==> config.mk <==
export PLATFORM = sky130hd
export DESIGN_NAME = edge_anomaly_detector
export DESIGN_NICKNAME = d
export VERILOG_FILES = /design/src/rtl/edge_anomaly_detector.sv
export SDC_FILE = /design/constraint.sdc
export NUM_CORES = 1
export LEC_CHECK = 0
export ABC_AREA = 1
export BUFFER_PORTS_ARGS = -buffer_cell sky130_fd_sc_hd__buf_2
export CAP_MARGIN = 20
export CORE_MARGIN = 1.5
export CORE_UTILIZATION = 59
export DETAILED_ROUTE_END_ITERATION = 12
export PLACE_DENSITY = 0.81
export SLEW_MARGIN = 20
export SYNTH_ARGS = -nofsm -noshare
export SYNTH_HDL_FRONTEND = slang
export SYNTH_SLANG_ARGS = --single-unit
==> constraint.sdc <==
create_clock -name clk -period 2.42 [get_ports clk]
set_clock_uncertainty 0.1 [all_clocks]
set_input_delay 0.726 -clock clk [delete_from_list [all_inputs] [get_ports clk]]
set_output_delay 0.726 -clock clk [all_outputs]
set_load 0.1 [all_outputs]
==> src/rtl/edge_anomaly_detector.sv <==
// edge_anomaly_detector: learns a min/max band of window edge counts, then flags out-of-band windows
// and raises a sticky alarm after a run of consecutive anomalies.
module edge_anomaly_detector #(
    parameter int DATA_WIDTH    = 8,
    parameter int TRAIN_WINDOWS = 16,
    parameter int MARGIN        = 4,
    parameter int ALARM_COUNT   = 2
) (
    input  logic                  clk,
    input  logic                  rst,
    input  logic [DATA_WIDTH-1:0] num_edges,
    input  logic                  data_vld,
    input  logic                  retrain,
    input  logic                  alarm_clr,
    output logic                  trained,
    output logic [DATA_WIDTH-1:0] baseline_min,
    output logic [DATA_WIDTH-1:0] baseline_max,
    output logic                  result_vld,
    output logic                  anomaly,
    output logic                  alarm,
    output logic [15:0]           anomaly_cnt
);
    localparam int CW = $clog2(TRAIN_WINDOWS) + 1;
    localparam int SW = $clog2(ALARM_COUNT + 1);
    localparam logic [CW-1:0] LAST = CW'(TRAIN_WINDOWS - 1);
    localparam logic [SW-1:0] AMAX = SW'(ALARM_COUNT);
    localparam logic [DATA_WIDTH:0] MARG = (DATA_WIDTH + 1)'(MARGIN);

    typedef enum logic {TRAIN, DETECT} state_t;
    state_t state, state_nxt;

    logic [CW-1:0]         win_cnt;
    logic [DATA_WIDTH-1:0] run_min, run_max, min_nxt, max_nxt;
    logic [DATA_WIDTH:0]   lo_ext, hi_ext;
    logic [SW-1:0]         streak, streak_nxt;
    logic                  accept, train_done, det, anom;

    assign trained = (state == DETECT);

    always_comb begin
        accept     = data_vld && !retrain;
        train_done = (state == TRAIN) && accept && (win_cnt == LAST);
        det        = (state == DETECT) && accept;
        min_nxt    = (win_cnt == '0 || num_edges < run_min) ? num_edges : run_min;
        max_nxt    = (win_cnt == '0 || num_edges > run_max) ? num_edges : run_max;
        // one extra bit exposes borrow/carry for the saturating band edges
        lo_ext     = {1'b0, min_nxt} - MARG;
        hi_ext     = {1'b0, max_nxt} + MARG;
        anom       = (num_edges < baseline_min) || (num_edges > baseline_max);
        streak_nxt = !anom ? '0 : (streak == AMAX) ? streak : streak + 1'b1;
        state_nxt  = retrain ? TRAIN : train_done ? DETECT : state;
    end

    always_ff @(posedge clk or negedge rst) begin
        if (!rst) state <= TRAIN;
        else      state <= state_nxt;
    end

    always_ff @(posedge clk or negedge rst) begin
        if (!rst) begin
            win_cnt      <= '0;
            run_min      <= '0;
            run_max      <= '0;
            streak       <= '0;
            baseline_min <= '0;
            baseline_max <= '0;
            result_vld   <= 1'b0;
            anomaly      <= 1'b0;
            alarm        <= 1'b0;
            anomaly_cnt  <= '0;
        end else if (retrain) begin
            win_cnt      <= '0;
            run_min      <= '0;
            run_max      <= '0;
            streak       <= '0;
            baseline_min <= '0;
            baseline_max <= '0;
            result_vld   <= 1'b0;
            anomaly      <= 1'b0;
            alarm        <= 1'b0;
        end else begin
            result_vld <= det;
            if (state == TRAIN && accept) begin
                win_cnt <= train_done ? '0 : win_cnt + 1'b1;
                run_min <= min_nxt;
                run_max <= max_nxt;
            end
            if (train_done) begin
                baseline_min <= lo_ext[DATA_WIDTH] ? '0 : lo_ext[DATA_WIDTH-1:0];
                baseline_max <= hi_ext[DATA_WIDTH] ? '1 : hi_ext[DATA_WIDTH-1:0];
            end
            if (det) begin
                anomaly <= anom;
                streak  <= streak_nxt;
                if (anom && anomaly_cnt != 16'hffff) anomaly_cnt <= anomaly_cnt + 16'd1;
            end
            // a set in the same cycle as a clear takes priority
            alarm <= (det && anom && streak_nxt == AMAX) ? 1'b1 : alarm_clr ? 1'b0 : alarm;
        end
    end
endmodule
==> results.cfg, run 1 <==
[global_routing]
grt_max_degree = 44
track_usage_pct = 30.89
grt_pass1_wl_um = 17390
grt_overflow = 0
antenna_found_initial = 0
grt_pass1_vias = 3694

[yosys]
synth_cell_types = 34
syn_area_sq_mm = 0.003970
avgSynthCellArea_sq_um = 7.709
ys_seq_area_share_pct = 37.19
synthCells = 515
synth-seq-cells = 59
yosysWarnings = 0
syn_nets = 563

[clocking]
cts_tree = done
cts-htree-levels = 3
clk_latency_ns = 0.35
cts_made_buffers = 9
clock-sinks = 59
clock-root-buffer = clkbuf_8
path_clk_slew_ns = 0.07
holdBufCountCts = 0
cts_buffer_depth = 2

[routing]
routed_wl_um = 11660
wire_per_inst_um = 16.82
drt_iter0_markers = 459
avgViaCountPerCell = 5.681
dr.pass1.iters = 10
drcViolationCount = 3
via_count = 3937
ant_nets = 0

[worst_setup_path]
cp.depth = 14
crit_fanout = 6
arrival_ns = 2.63
start_kind = input port
reg2reg_depth = 14
path_cells = buf_2, ha_1, a21oi_2, nor2_2, nor3_2, nand2_4, buf_4, nand3_2, nand2_4, inv_2, nor2_4, a21oi_1, nand2_1, nand2_1
timing.rr.end = baseline_max[1]
r2r_slack_ns = 0.12
criticalPathCategory = in -> reg
crit_family = simple AND/OR/NAND/NOR gates
reg2reg_from = run_max[3]
crit_path_end = baseline_min[5]
critPathBufInv = 3
end_kind = flop
crit_start = num_edges[5]
critPathMaxStageDelay_ns = 0.33
critPathRequiredTime_ns = 2.61
cpMaxStageDelayCell = ha_1

[final_layout]
fillers = 419
register_area_sq_mm = 0.001491
drive_gt1_share_pct = 34.09
stdcell_count = 693
areaGrowthSynthToFinish_pct = 29.78
n_antenna_cell = 0
layout.cells.most_common = nand2_1
nets = 660
multi_input_area_sq_mm = 0.002456
final_cell_mix = 128 x nand2_1, 64 x inv_1, 47 x dfrtp_1

[power_and_ir_drop]
ir_drop_uv = 568.6
leakage_uw = 0.002579
p_per_area_mw_per_mm2 = 658.4

[status]
violations = design-rule violations, negative setup slack
outcome = finished with violations

[die]
start_util_pct = 61.82
die_w_um = 85.03
dieArea_sq_mm = 0.007230
rows = 29
design.core.area_sq_mm = 0.006422
die_y_um = 85.03
io_pins = 49

[sta]
slew-limit-headroom_pct = 62.48
clock.fmax_mhz = 409.5
rsz0062_at_grt = true
finalHoldViolations = 0
min_period_over_period_pct = 100.9
period_needed_ns = 2.442
worst_hold_slack_ns = 0.1924
setup_violations = 3
drv_slew = 0
fin_ws_ns = -0.02179
tightest_slew_ns = 0.5622

[worst_hold_path]
min_path_type = in -> async

[place]
dp_cells = 673
hpwl_um = 8056
globalplace.congestion = 0.9453
port_buffers = 48

[job]
drv_cap = 0
## layer usage
metal / vias to the layer above / share of wire, % / GRT usage (%)
li1: 1856 / - / -
met1: 1849 / 42 / 40.90
met2: 186 / 47 / 49.86
met3: 46 / 7.4 / 6.907
met4: 0 / 3.6 / 11.48
met5: - / 0 / 0
## repair_timing
item                       CTS  global route
resized for setup            2            46
pin swaps                    0            15
buffers inserted             0             5
setup endpoints to repair   13            27
## through the flow
stage                     util [%]  total power [uW]  setup slack, ns   TNS (ns)  area (sq um)
after floorplan                  -              1888        -0.002002  -0.004142          4119
after global placement       73.84              2253          -0.3789     -9.682          4742
after detailed placement     73.84              2295          -0.3851     -10.84          4742
after CTS                    76.49              3095          0.01154          0          4912
after global routing         80.23              3545          -0.1171    -0.8770          5152
final                        80.23              3392         -0.02179   -0.04442          5152
## synth_stat cells
master | n | area (sq um)
nand2_1 | 141 | 529.3
inv_1 | 65 | 244.0
dfrtp_1 | 59 | 1476
nand3_1 | 43 | 215.2
ha_1 | 35 | 437.9
nor2_1 | 25 | 93.84
o21ai_1 | 16 | 80.08
a21oi_1 | 15 | 75.07
o22ai_1 | 14 | 87.58
nand2_2 | 13 | 81.33
o21ai_0 | 12 | 60.06
inv_2 | 11 | 41.29
xor2_1 | 10 | 87.58
xnor2_1 | 7 | 61.31
nand2_4 | 6 | 67.56
nand4_1 | 6 | 37.54
nor2_2 | 5 | 31.28
buf_2 | 4 | 20.02
nor3_1 | 4 | 20.02
buf_4 | 3 | 22.52
clkbuf_1 | 3 | 11.26
nand3_2 | 3 | 30.03
nor3_2 | 2 | 20.02
o211ai_1 | 2 | 15.01
o21bai_1 | 2 | 15.01
a21o_1 | 1 | 7.510
buf_6 | 1 | 11.26
clkinv_1 | 1 | 3.750
nand3_4 | 1 | 17.52
nand4_2 | 1 | 12.51
nor2_4 | 1 | 11.26
nor2_8 | 1 | 20.02
nor3_4 | 1 | 16.27
o2bb2ai_1 | 1 | 8.760
## cell families after synthesis
group / after synthesis / share of synthesized area, %
compound gates: 63 / 8.793
xor+xnor: 17 / 3.750
fa+ha+maj: 35 / 11.03
buf+inv: 88 / 8.919
flops: 59 / 37.19
simple gates: 253 / 30.32
## area by class of cell
type                       count  share of cell area, %
clock buffer                  10                  2.671
multi-input combinational    368                  47.67
clock inverter                 5                 0.5828
inverter                      77                  5.658
sequential                    59                  28.95
tap                           77                  1.870
timing repair buffer          97                  12.60
## registers in the layout (all words and copies together), names as in the netlist, 2 cells and up
name / flops
baseline_max: 8
streak: 2
win_cnt: 5
anomaly_cnt: 16
run_max: 8
baseline_min: 8
run_min: 8
## how the worst min path moves through the flow
| stage | end |
|---|---|
| after detailed placement | alarm |
| after CTS | anomaly_cnt[5] |
| after global routing | baseline_max[0] |
| after global placement | alarm |
| final | baseline_max[5] |
| after floorplan | alarm |
## where the power goes
part,switching [uW],internal [uW],leakage [uW]
sequential,43.0,1050,0.000789
combinational,899,595,0.00171
clock,420,387,0.0000839
## worst reg2reg max path, delay by kind of cell, from the launching register on
family                   cells  cell delay, ns
AND/OR/NAND/NOR              7            0.58
AO/OA/AOI/OAI                3            0.46
flip-flops                   1            0.42
buffers and inverters        3            0.41
adder cells (fa/ha/maj)      1            0.21
(Power assumes the default switching activity.)
==> run 2: changes to the inputs <==
Settings changed: BUFFER_PORTS_ARGS -buffer_cell sky130_fd_sc_hd__buf_2 to -buffer_cell sky130_fd_sc_hd__buf_4.
==> results.cfg, run 2 (synthesis gave the netlist of run 1 again) <==
[place]
globalplace.congestion = 0.9464
placed_cell_area_sq_mm = 0.004847
hpwl_um = 7911
post-place-ws_ns = -0.3225
port_buffers = 48

[final_layout]
drive_gt1_share_pct = 33.39
layout.cells.most_common = nand2_1
utilization_pct = 82.43
areaGrowthSynthToFinish_pct = 33.34
stdcell_area_sq_mm = 0.005294
nets = 660
final_cell_mix = 127 x nand2_1, 92 x buf_4, 64 x inv_1
largest_register_ffs = 16
n_antenna_cell = 0
largest_register = anomaly_cnt

[job]
drv_cap = 0

[sta]
period_needed_ns = 2.479
fin_ws_ns = -0.05864
finalHoldViolations = 0
worst_hold_slack_ns = 0.3406
slew-limit-headroom_pct = 48.39
final.setup.tns_ns = -0.2334
tightest_slew_ns = 0.7741
setup_violations = 5
drv_slew = 0
clock.fmax_mhz = 403.4
min_period_over_period_pct = 102.4

[status]
violations = design-rule violations, negative setup slack
outcome = finished with violations

[clocking]
cts_tree = done
cts_buffer_depth = 2
holdBufCountCts = 0
clk_latency_ns = 0.34
clock-sinks = 59
path_clk_slew_ns = 0.07
clock-root-buffer = clkbuf_8
cts_made_buffers = 9
cts-htree-levels = 3

[global_routing]
grt_pass1_wl_um = 17230
grt_max_degree = 60
antenna_found_initial = 0
grt_pass1_vias = 3709
track_usage_pct = 30.28
grt_overflow = 0

[worst_setup_path]
start_kind = input port
end_kind = flop
arrival_ns = 2.60
crit_fanout = 6
critPathRequiredTime_ns = 2.54
criticalPathCategory = in -> reg

[die]
io_pins = 49
dieArea_sq_mm = 0.007230
die_y_um = 85.03
start_util_pct = 61.82
design.core.area_sq_mm = 0.006422
rows = 29
die_w_um = 85.03

[worst_hold_path]
min_path_type = in -> async

[power_and_ir_drop]
ir_drop_uv = 592.1
p_per_area_mw_per_mm2 = 674.3
leakage_uw = 0.002597

[routing]
avgViaCountPerCell = 5.713
wire_per_inst_um = 16.30
drt_iter0_markers = 402
ant_nets = 0
via_count = 3965
drcViolationCount = 3
routed_wl_um = 11310
dr.pass1.iters = 9
==> run 2: changes by cell type in the layout (fill, tap and decap cells not counted), moves of 2 or more <==
cell       previous run  this run
nand2_2              16        18
a21oi_2               4         1
bufinv_16             0         2
o21ai_1              15        17
clkbuf_4              2         0
nand3_1              36        38
buf_4                44        92
a21oi_1              11        14
buf_2                46         0
==> run 2: layout make-up <==
class                   count  area (sq um)
well taps                  77         96.34
clock inverters             5         77.57
fillers                   387          1129
inverters                  77         294.0
multi-input cells         368          2429
repair buffers             97         764.5
clock buffers              11         141.4
flip-flops and latches     59          1491
==> run 2: power breakdown <==
group | internal [uW] | switching (uW)
clock | 604 | 396
sequential | 1050 | 44.5
combinational | 598 | 879
==> run 2: through the flow <==
stage                     std cells  total power (uW)
final                           694              3569
after floorplan                 515              1888
after global routing            694              3724
after detailed placement        671              2283
after CTS                       687              3288
after global placement          671              2235
==> run 2: timing repair <==
| item | in CTS | in global routing |
|---|---|---|
| resized for setup | 0 | 43 |
| setup buffers | 0 | 7 |
| endpoints found under the setup margin | 0 | 29 |
==> run 2: critical path: stages <==
cell and delay, ns:
buf_4 0.13, buf_4 0.16, ha_4 0.26, nand2_1 0.08
nand2_1 0.07, nand2_1 0.06, nand2_1 0.09, nand2_2 0.07
nand2_4 0.14, buf_6 0.12, nand3_1 0.10, nand2_2 0.14
nand2_2 0.07, nor2_4 0.13, nand2_2 0.08, nand2_4 0.10
o21ai_1 0.06
==> run 2: metal layers <==
layer	share of wire, %	up-vias	global-route usage [%]	routed length (um)
met5	0	-	0	0
met4	2.9	0	12.22	327
met3	7.0	35	5.058	797
met2	49	180	48.27	5500
met1	41	1892	41.31	4689
li1	-	1858	-	-
==> run 2: final timing paths <==
path / slack (ns) / depth (start not counted) / startpoint / end
min in group clk: 0.41 / 1 / alarm / alarm
worst max-delay path: -0.06 / 17 / num_edges[1] / baseline_min[0]
max in group asynchronous: 1.29 / 1 / rst / baseline_min[3]
worst min register to register: 0.41 / 1 / alarm / alarm
worst min-delay path: 0.34 / 1 / rst / run_max[4]
worst max register to register: 0.11 / 14 / run_max[7] / baseline_max[6]
==> run 3: changes to the inputs <==
Settings changed: CORE_ASPECT_RATIO set to 0.75.
==> results.cfg, run 3 (synthesis gave the netlist of run 1 again) <==
[worst_hold_path]
min_path_type = in -> async

[sta]
slew-limit-headroom_pct = 58.05
clock.fmax_mhz = 413.8
min_period_over_period_pct = 99.85
period_needed_ns = 2.416
setup_violations = 0
tightest_slew_ns = 0.6285
worst_hold_slack_ns = 0.1497
drv_slew = 0
finalHoldViolations = 0

[power_and_ir_drop]
p_seq_share_pct = 29.0
p_total_uw = 3775
leakage_uw = 0.002629
internal_power_uw = 2352
p_clk_share_pct = 30.6
p_per_area_mw_per_mm2 = 698.8
netSwitchingPower_uw = 1424
ir_drop_uv = 525.4
combPwrFrac_pct = 40.4
swShare_pct = 37.71

[final_layout]
largest_register = anomaly_cnt
utilization_pct = 84.25
layout.cells.most_common = nand2_1
n_antenna_cell = 0
areaGrowthSynthToFinish_pct = 36.09
final_cell_mix = 124 x nand2_1, 91 x buf_4, 64 x inv_1
largest_register_ffs = 16
nets = 661
stdcell_area_sq_mm = 0.005403
drive_gt1_share_pct = 34.79

[clocking]
clk_latency_ns = 0.35
holdBufCountCts = 0
cts_made_buffers = 9
cts_tree = done
clock-root-buffer = clkbuf_8
clock-sinks = 59
cts_buffer_depth = 2
cts-htree-levels = 3
path_clk_slew_ns = 0.08

[worst_setup_path]
start_kind = input port
cpMaxStageDelayCell = ha_4
crit_path_end = baseline_max[4]
criticalPathCategory = in -> reg
reg2reg_from = run_max[6]
arrival_ns = 2.55
crit_family = simple AND/OR/NAND/NOR gates
critPathMaxStageDelay_ns = 0.29
critPathRequiredTime_ns = 2.55
end_kind = flop
crit_fanout = 6
path_cells = buf_4, ha_4, nand2_1, nor2_4, nand4_2, nand2_4, nand2_8, nand2_4, nand2_4, ha_4, nand3_4, inv_4, nand3_4, nand2_1, nand2_1, o21ai_2
reg2reg_depth = 17
r2r_slack_ns = 0.04
cp.depth = 16
critPathBufInv = 2
crit_start = num_edges[5]
timing.rr.end = baseline_max[4]

[global_routing]
grt_pass1_wl_um = 17350
grt_max_degree = 40
track_usage_pct = 30.99
grt_overflow = 0
antenna_found_initial = 0
grt_pass1_vias = 3590

[place]
port_buffers = 48
globalplace.congestion = 0.9366
placed_cell_area_sq_mm = 0.004885
hpwl_um = 8266

[die]
start_util_pct = 61.91
die_w_um = 97.72
io_pins = 49
rows = 25
dieArea_sq_mm = 0.007235
design.core.area_sq_mm = 0.006412
die_y_um = 74.04

[routing]
avgViaCountPerCell = 5.800
drt_iter0_markers = 383
routed_wl_um = 12580
wire_per_inst_um = 18.00
via_count = 4054
drcViolationCount = 0
ant_nets = 0
dr.pass1.iters = 5

[job]
drv_cap = 0

[status]
outcome = complete, no violations
-- run 3: cell count changes in the layout (fill, tap and decap cells not counted), moves of 2 or more --
cell      change
clkinv_4      +3
clkinv_2      -2
a21oi_1       -3
ha_1          -2
buf_12        +2
nand2_2       +3
a21oi_2       +3
nand2_1       -3
ha_4          +2
-- run 3: layout make-up --
| class | count | area [sq um] |
|---|---|---|
| multi-input cells | 368 | 2470 |
| flip-flops and latches | 59 | 1491 |
| fillers | 368 | 1010 |
| repair buffers | 98 | 797.0 |
| inverters | 77 | 294.0 |
| clock inverters | 7 | 125.1 |
| clock buffers | 9 | 123.9 |
| well taps | 81 | 101.3 |
-- run 3: power groups by stage --
stage | Clock [uW] | Combinational, uW | Sequential [uW]
detailed placement | 0 | 1200 | 1100
CTS | 1160 | 1220 | 1080
global route | 1200 | 1630 | 1100
global placement | 0 | 1160 | 1100
finish | 1160 | 1520 | 1090
floorplan | 0 | 781 | 1110
-- run 3: repair_timing --
item	CTS	global route
setup endpoints to repair	0	33
gates resized for setup	0	50
setup buffers	0	7
-- run 3: metrics by stage --
step | instances | setup TNS, ns | setup WS [ns]
3_3_place_gp | 676 | -7.646 | -0.2514
4_1_cts | 692 | 0 | 0.001106
3_5_place_dp | 676 | -10.74 | -0.3385
2_1_floorplan | 515 | -0.004142 | -0.002002
5_1_grt | 699 | -0.4426 | -0.05501
6_report | 699 | 0 | 0.003517
-- run 3: metal layers --
layer  track usage [%]  routed length (um)  up-vias  share of wire (%)
met4             8.889                 465        0                3.7
met2             50.85                5648      254                 45
met1             42.91                5237     1897                 42
met3             5.733                1230       49                9.8
li1                  -                   -     1854                  -
met5                 0                   0        -                  0
-- run 3: worst min path at each step --
stage          startpoint    endpoint  cells past startpoint
2_1_floorplan         rst       alarm                      0
3_3_place_gp        alarm       alarm                      1
3_5_place_dp        alarm       alarm                      1
4_1_cts               rst  run_max[6]                      1
5_1_grt               rst  run_max[7]                      1
6_report              rst  run_max[6]                      1
